## src/rtl/handshake_pkg.sv

```systemverilog
// handshake_pkg
//   Shared declarations for the handshake constant-sequence generator.
//   - occ_e    : occupancy of the 2-entry elastic buffer (EMPTY, ONE, FULL)
//   - width_of : counter width for a given range, never less than 1 bit
package handshake_pkg;

  typedef enum logic [1:0] {
    EMPTY = 2'd0,
    ONE   = 2'd1,
    FULL  = 2'd2
  } occ_e;

  // ceil(log2(n)) with a 1-bit floor, so a range of 1 still gets a counter.
  function automatic int unsigned width_of(input int unsigned n);
    return (n <= 1) ? 1 : $clog2(n);
  endfunction

endpackage

```

## src/rtl/handshake_elastic_buffer_2.sv

```systemverilog
// handshake_elastic_buffer_2
//   Two-entry elastic buffer with fully registered handshake outputs.
//   The head register drives the consumer directly; the tail register
//   catches the one extra token that can arrive while the head is stalled.
// Ports
//   clk          : rising-edge clock
//   rst          : synchronous reset, active low
//   i_push_valid : producer offers i_push_data
//   o_push_ready : registered; high whenever the buffer is not FULL
//   i_push_data  : payload in (WIDTH bits)
//   o_pop_valid  : registered; head holds a token
//   i_pop_ready  : consumer takes the head token
//   o_pop_data   : registered head payload
module handshake_elastic_buffer_2
  import handshake_pkg::*;
#(
  parameter int unsigned WIDTH = 33
) (
  input  logic             clk,
  input  logic             rst,
  input  logic             i_push_valid,
  output logic             o_push_ready,
  input  logic [WIDTH-1:0] i_push_data,
  output logic             o_pop_valid,
  input  logic             i_pop_ready,
  output logic [WIDTH-1:0] o_pop_data
);

  occ_e             r_occ;
  logic             r_valid;
  logic             r_ready;
  logic [WIDTH-1:0] r_head;
  logic [WIDTH-1:0] r_tail;

  logic w_push;
  logic w_pop;

  assign w_push = i_push_valid & r_ready;
  assign w_pop  = r_valid & i_pop_ready;

  // r_ready is computed from the next occupancy, so it only ever depends on
  // registered state and never combinationally on i_pop_ready.
  always_ff @(posedge clk) begin
    if (!rst) begin
      r_occ   <= EMPTY;
      r_valid <= 1'b0;
      r_ready <= 1'b0;
      r_head  <= '0;
      r_tail  <= '0;
    end else begin
      case (r_occ)
        EMPTY: begin
          r_ready <= 1'b1;
          if (w_push) begin
            r_head  <= i_push_data;
            r_valid <= 1'b1;
            r_occ   <= ONE;
          end
        end
        ONE: begin
          case ({w_push, w_pop})
            2'b10: begin
              r_tail  <= i_push_data;
              r_occ   <= FULL;
              r_ready <= 1'b0;
            end
            2'b01: begin
              r_valid <= 1'b0;
              r_occ   <= EMPTY;
              r_ready <= 1'b1;
            end
            2'b11: begin
              // Head leaves and the new token replaces it in the same cycle.
              r_head  <= i_push_data;
              r_ready <= 1'b1;
            end
            default: r_ready <= 1'b1;
          endcase
        end
        FULL: begin
          // No push can happen here: r_ready is low throughout FULL.
          if (w_pop) begin
            r_head  <= r_tail;
            r_occ   <= ONE;
            r_ready <= 1'b1;
          end else begin
            r_ready <= 1'b0;
          end
        end
        default: begin
          r_occ   <= EMPTY;
          r_valid <= 1'b0;
          r_ready <= 1'b0;
        end
      endcase
    end
  end

  assign o_push_ready = r_ready;
  assign o_pop_valid  = r_valid;
  assign o_pop_data   = r_head;

endmodule

```

## src/rtl/handshake_constant_seq.sv

```systemverilog
// handshake_constant_seq
//   Emits one value per accepted trigger token: BASE_VALUE + idx*STRIDE,
//   with idx cycling 0..SEQ_LEN-1. The value is kept in an accumulator so
//   no multiplier is needed. Tokens pass through a 2-entry elastic buffer,
//   giving one cycle of latency and full throughput.
// Ports
//   clk        : rising-edge clock
//   rst        : synchronous reset, active low
//   ctrl_valid : trigger token offered
//   ctrl_ready : registered; trigger can be accepted
//   outs       : emitted value (DATA_WIDTH bits)
//   outs_valid : outs holds a token
//   outs_last  : token is sequence element SEQ_LEN-1
//   outs_ready : consumer accepts the token
module handshake_constant_seq
  import handshake_pkg::*;
#(
  parameter int unsigned          DATA_WIDTH = 32,
  parameter logic [DATA_WIDTH-1:0] BASE_VALUE = '0,
  parameter logic [DATA_WIDTH-1:0] STRIDE     = '0,
  parameter int unsigned          SEQ_LEN    = 1
) (
  input  logic                  clk,
  input  logic                  rst,
  input  logic                  ctrl_valid,
  output logic                  ctrl_ready,
  output logic [DATA_WIDTH-1:0] outs,
  output logic                  outs_valid,
  output logic                  outs_last,
  input  logic                  outs_ready
);

  localparam int unsigned      IDX_W    = width_of(SEQ_LEN);
  localparam logic [IDX_W-1:0] LAST_IDX = IDX_W'(SEQ_LEN - 1);

  logic [IDX_W-1:0]      r_idx;
  logic [DATA_WIDTH-1:0] r_acc;

  logic                  w_accept;
  logic                  w_last;
  logic [DATA_WIDTH:0]   w_buf_in;
  logic [DATA_WIDTH:0]   w_buf_out;

  assign w_accept = ctrl_valid & ctrl_ready;
  assign w_last   = (r_idx == LAST_IDX);
  assign w_buf_in = {w_last, r_acc};

  // The accumulator always holds the value of the token that the next
  // acceptance will emit; on the last element it reloads the base.
  always_ff @(posedge clk) begin
    if (!rst) begin
      r_idx <= '0;
      r_acc <= BASE_VALUE;
    end else if (w_accept) begin
      if (w_last) begin
        r_idx <= '0;
        r_acc <= BASE_VALUE;
      end else begin
        r_idx <= r_idx + IDX_W'(1);
        r_acc <= r_acc + STRIDE;
      end
    end
  end

  handshake_elastic_buffer_2 #(
    .WIDTH(DATA_WIDTH + 1)
  ) u_buf (
    .clk         (clk),
    .rst         (rst),
    .i_push_valid(ctrl_valid),
    .o_push_ready(ctrl_ready),
    .i_push_data (w_buf_in),
    .o_pop_valid (outs_valid),
    .i_pop_ready (outs_ready),
    .o_pop_data  (w_buf_out)
  );

  assign outs      = w_buf_out[DATA_WIDTH-1:0];
  assign outs_last = w_buf_out[DATA_WIDTH];

endmodule

```

## config.mk

```make
export PLATFORM = sky130hd
export DESIGN_NAME = handshake_constant_seq
export DESIGN_NICKNAME = d
export VERILOG_FILES = /design/src/rtl/handshake_pkg.sv /design/src/rtl/handshake_elastic_buffer_2.sv /design/src/rtl/handshake_constant_seq.sv
export SDC_FILE = /design/constraint.sdc
export NUM_CORES = 1
export LEC_CHECK = 0
export BUFFER_PORTS_ARGS = -buffer_cell sky130_fd_sc_hd__buf_2
export CAP_MARGIN = 15
export CORE_MARGIN = 1.5
export CORE_UTILIZATION = 41
export CTS_BUF_LIST = sky130_fd_sc_hd__clkbuf_4
export DETAILED_ROUTE_END_ITERATION = 12
export PLACE_DENSITY_LB_ADDON = 0.1
export REMOVE_ABC_BUFFERS = 1
export SKIP_LAST_GASP = 1
export SYNTH_ARGS = -nofsm -noshare
export SYNTH_HDL_FRONTEND = slang
export SYNTH_SLANG_ARGS = --single-unit
```

## constraint.sdc

```tcl
create_clock -name clk -period 1.4 [get_ports clk]
set_input_delay 0.14 -clock clk [delete_from_list [all_inputs] [get_ports clk]]
set_output_delay 0.14 -clock clk [all_outputs]
set_load 0.05 [all_outputs]
```

==> run summary <==
CP Data Arrival Time - 1.39 ns
Total GRT Usage - 10.55%
Worst path cell trace - and3b_1, a21boi_1, o311a_1
Commonest cells after routing, fill and taps aside - conb_1 (32), buf_2 (6), dfxtp_1 (6)
Hold crit path type - in2reg
H-tree levels - 1
DP Worst Slack - 0.1407 ns
Hold path cells - 3
Fraction of final layout cells sized beyond drive strength 1 - 15.49%
Pwr Density - 1343 nW/um^2
Routability Congestion - 0.7205
Ys Warns - 0
Reg-to-Reg End - u_buf.o_pop_data[32]
Post-CTS setup buffers - 0
Post-DR wirelength/cell - 8.165 um
Hold-fix buffers, CTS - 0
Largest cells by area after synthesis - buf_4 (44%), dfxtp_1 (22%), nand2_8 (3.7%)
Register area share after synthesis - 22.17%
Bufs on Longest Clock Path - 2
Die area - 1548 um^2
DRT Pass-1 Iters - 3
Max Cap Viol - 0
LEAKAGE - 0.0002493 uW
Final setup fails - 0
Post-synth top area share - 44.34%
Clock sink count - 6
Die width - 39.35 um
Initial Util - 46.26%
Antenna-violating nets left - 0
Initial antenna violation count - 0
Remaining DRCs - 0
Final cell utilization of the core - 40.71%
Vias in the first global route - 240
Inst Count DP - 82
PostCTS Resize Cnt - 0
Worst IR Drop VDD - 0.4961 mV
Worst-path maximum fanout - 7
Reg clk slew, reported paths - 0.04 ns
Mean post-synth cell area - 8.465 um^2
Worst path max stage delay - 0.43 ns
Total gr overflow - 0
CP Launch Type - register
Largest net degree at the start of global routing - 11
CTS Buf Count - 3
Non-filler cells, final - 85
Rows - 12
Req. time, crit path - 1.52 ns
Total core area - 1171 um^2
I/O Pins - 39
Final period util - 90.21%
Final WS setup - 0.1370 ns
Mapped cell area - 541.8 um^2
Synth unique cells - 23
TritonCTS clock tree - done
Result of the run - completed
Hold path endpoint - u_buf.r_occ[1]
PortBufs - 6
Hold wc startpoint - rst
Reg-to-reg slack, setup - 0.14 ns
Clk Latency, worst-skew pair - 0.24 ns
Critical path capture point type - register
# diodes - 0
Area leader, netlist - buf_4
Post-DP HPWL - 532.1 um
Total wire length - 694 um
Final Skew - 0.003648 ns
Crit Reg-Reg Startpoint - u_buf.r_occ[1]
Post-layout min period - 1.263 ns
R2r worst-path depth - 3
Iter 0 DRT Violations - 3
Commonest non-fill, non-tap cell in the layout - conb_1
Critical-path top delay cell - dfxtp_1
DR vias - 339
First-pass GRT wire length - 1021 um
Die Y - 39.35 um
Final slew viol count - 0
Final-stage net count - 77
Critical path class - reg2reg
RSZ-0062 raised after global routing - no
FF+latch count, synth - 6
Vias per inst - 3.988
Mapped Cells - 64
FMAX - 0.7918 GHz
Total power - 640.3 uW
Final hold vios - 0
Clk root buf - clkbuf_4
P&R area growth vs syn - -12.01%
worst max-delay path by stage:
stage                           start                    to  slack, ns  cells past startpoint
finish                 u_buf.r_occ[1]  u_buf.o_pop_data[32]       0.14                      3
global route           u_buf.r_occ[1]  u_buf.o_pop_data[32]       0.06                      3
CTS                    u_buf.r_occ[1]  u_buf.o_pop_data[32]       0.13                      3
detailed placement     u_buf.r_occ[1]  u_buf.o_pop_data[32]       0.14                      3
global placement       u_buf.r_occ[1]  u_buf.o_pop_data[32]       0.15                      3
floorplan           u_buf.o_pop_valid        u_buf.r_occ[0]      -0.06                      3
routing by layer:
metal  track usage, %  wire, um  up-vias
met1            12.33       284      145
met5                0         0        -
li1                 -         -      165
met4            2.586         0        0
met2            14.58       298       29
met3            8.523       111        0
cell type report:
cell class / count / area (um^2)
Tap cell: 14 / 17.52
Multi-Input combinational cell: 54 / 279.0
Timing Repair Buffer: 6 / 30.03
Fill cell: 134 / 694.4
Inverter: 2 / 7.507
Sequential cell: 6 / 120.1
Clock buffer: 3 / 22.52
worst max-delay path: cells and delay by family, from the launching register on:
kind	cells	cell delay (ns)
AOI/OAI and AO/OA	2	0.47
DFF	1	0.43
and+or+nand+nor	1	0.25
kinds of logic after synthesis:
group,count (synthesis),synth area share (%)
compound gates,11,15.48
flops,6,22.17
simple gates,11,13.86
other cells,1,0.6922
buf+inv,35,47.81
power breakdown:
part           internal [uW]  total (uW)  switching [uW]  leakage [uW]
Clock                   96.7         155            58.2     0.0000138
Sequential               186         206            20.1     0.0000494
Combinational           34.5         280             245      0.000186
Total                    317         640             323      0.000249
flip-flops by register name, indices dropped and copies added (netlist names):
signal and flops:
u_buf.r_occ 2, u_buf.r_tail 1, u_buf.o_pop_valid 1, u_buf.o_push_ready 1, u_buf.o_pop_data 1
cells in the mapped netlist, drive strengths merged:
| cell type | n |
|---|---|
| and4 | 1 |
| a21boi | 1 |
| a221o | 1 |
| or3 | 1 |
| a21oi | 2 |
| nand4 | 1 |
| o311a | 1 |
| buf | 33 |
| conb | 1 |
| a211o | 1 |
| dfxtp | 6 |
| nand2b | 1 |
| a31o | 1 |
| nor2 | 2 |
| a221oi | 1 |
| o21ai | 1 |
| nand2 | 4 |
| a31oi | 1 |
| and3b | 1 |
| inv | 2 |
| o21bai | 1 |
per-stage QoR:
stage | hold WS (ns) | TNS [ns] | instance area (um^2)
CTS | 0.1440 | 0 | 476.7
detailed placement | 0.4041 | 0 | 454.2
global route | 0.1633 | 0 | 476.7
finish | 0.1538 | 0 | 476.7
floorplan | 0.2561 | -0.05914 | 406.6
global placement | 0.4010 | 0 | 454.2
Power figures use the tool's default switching activity.
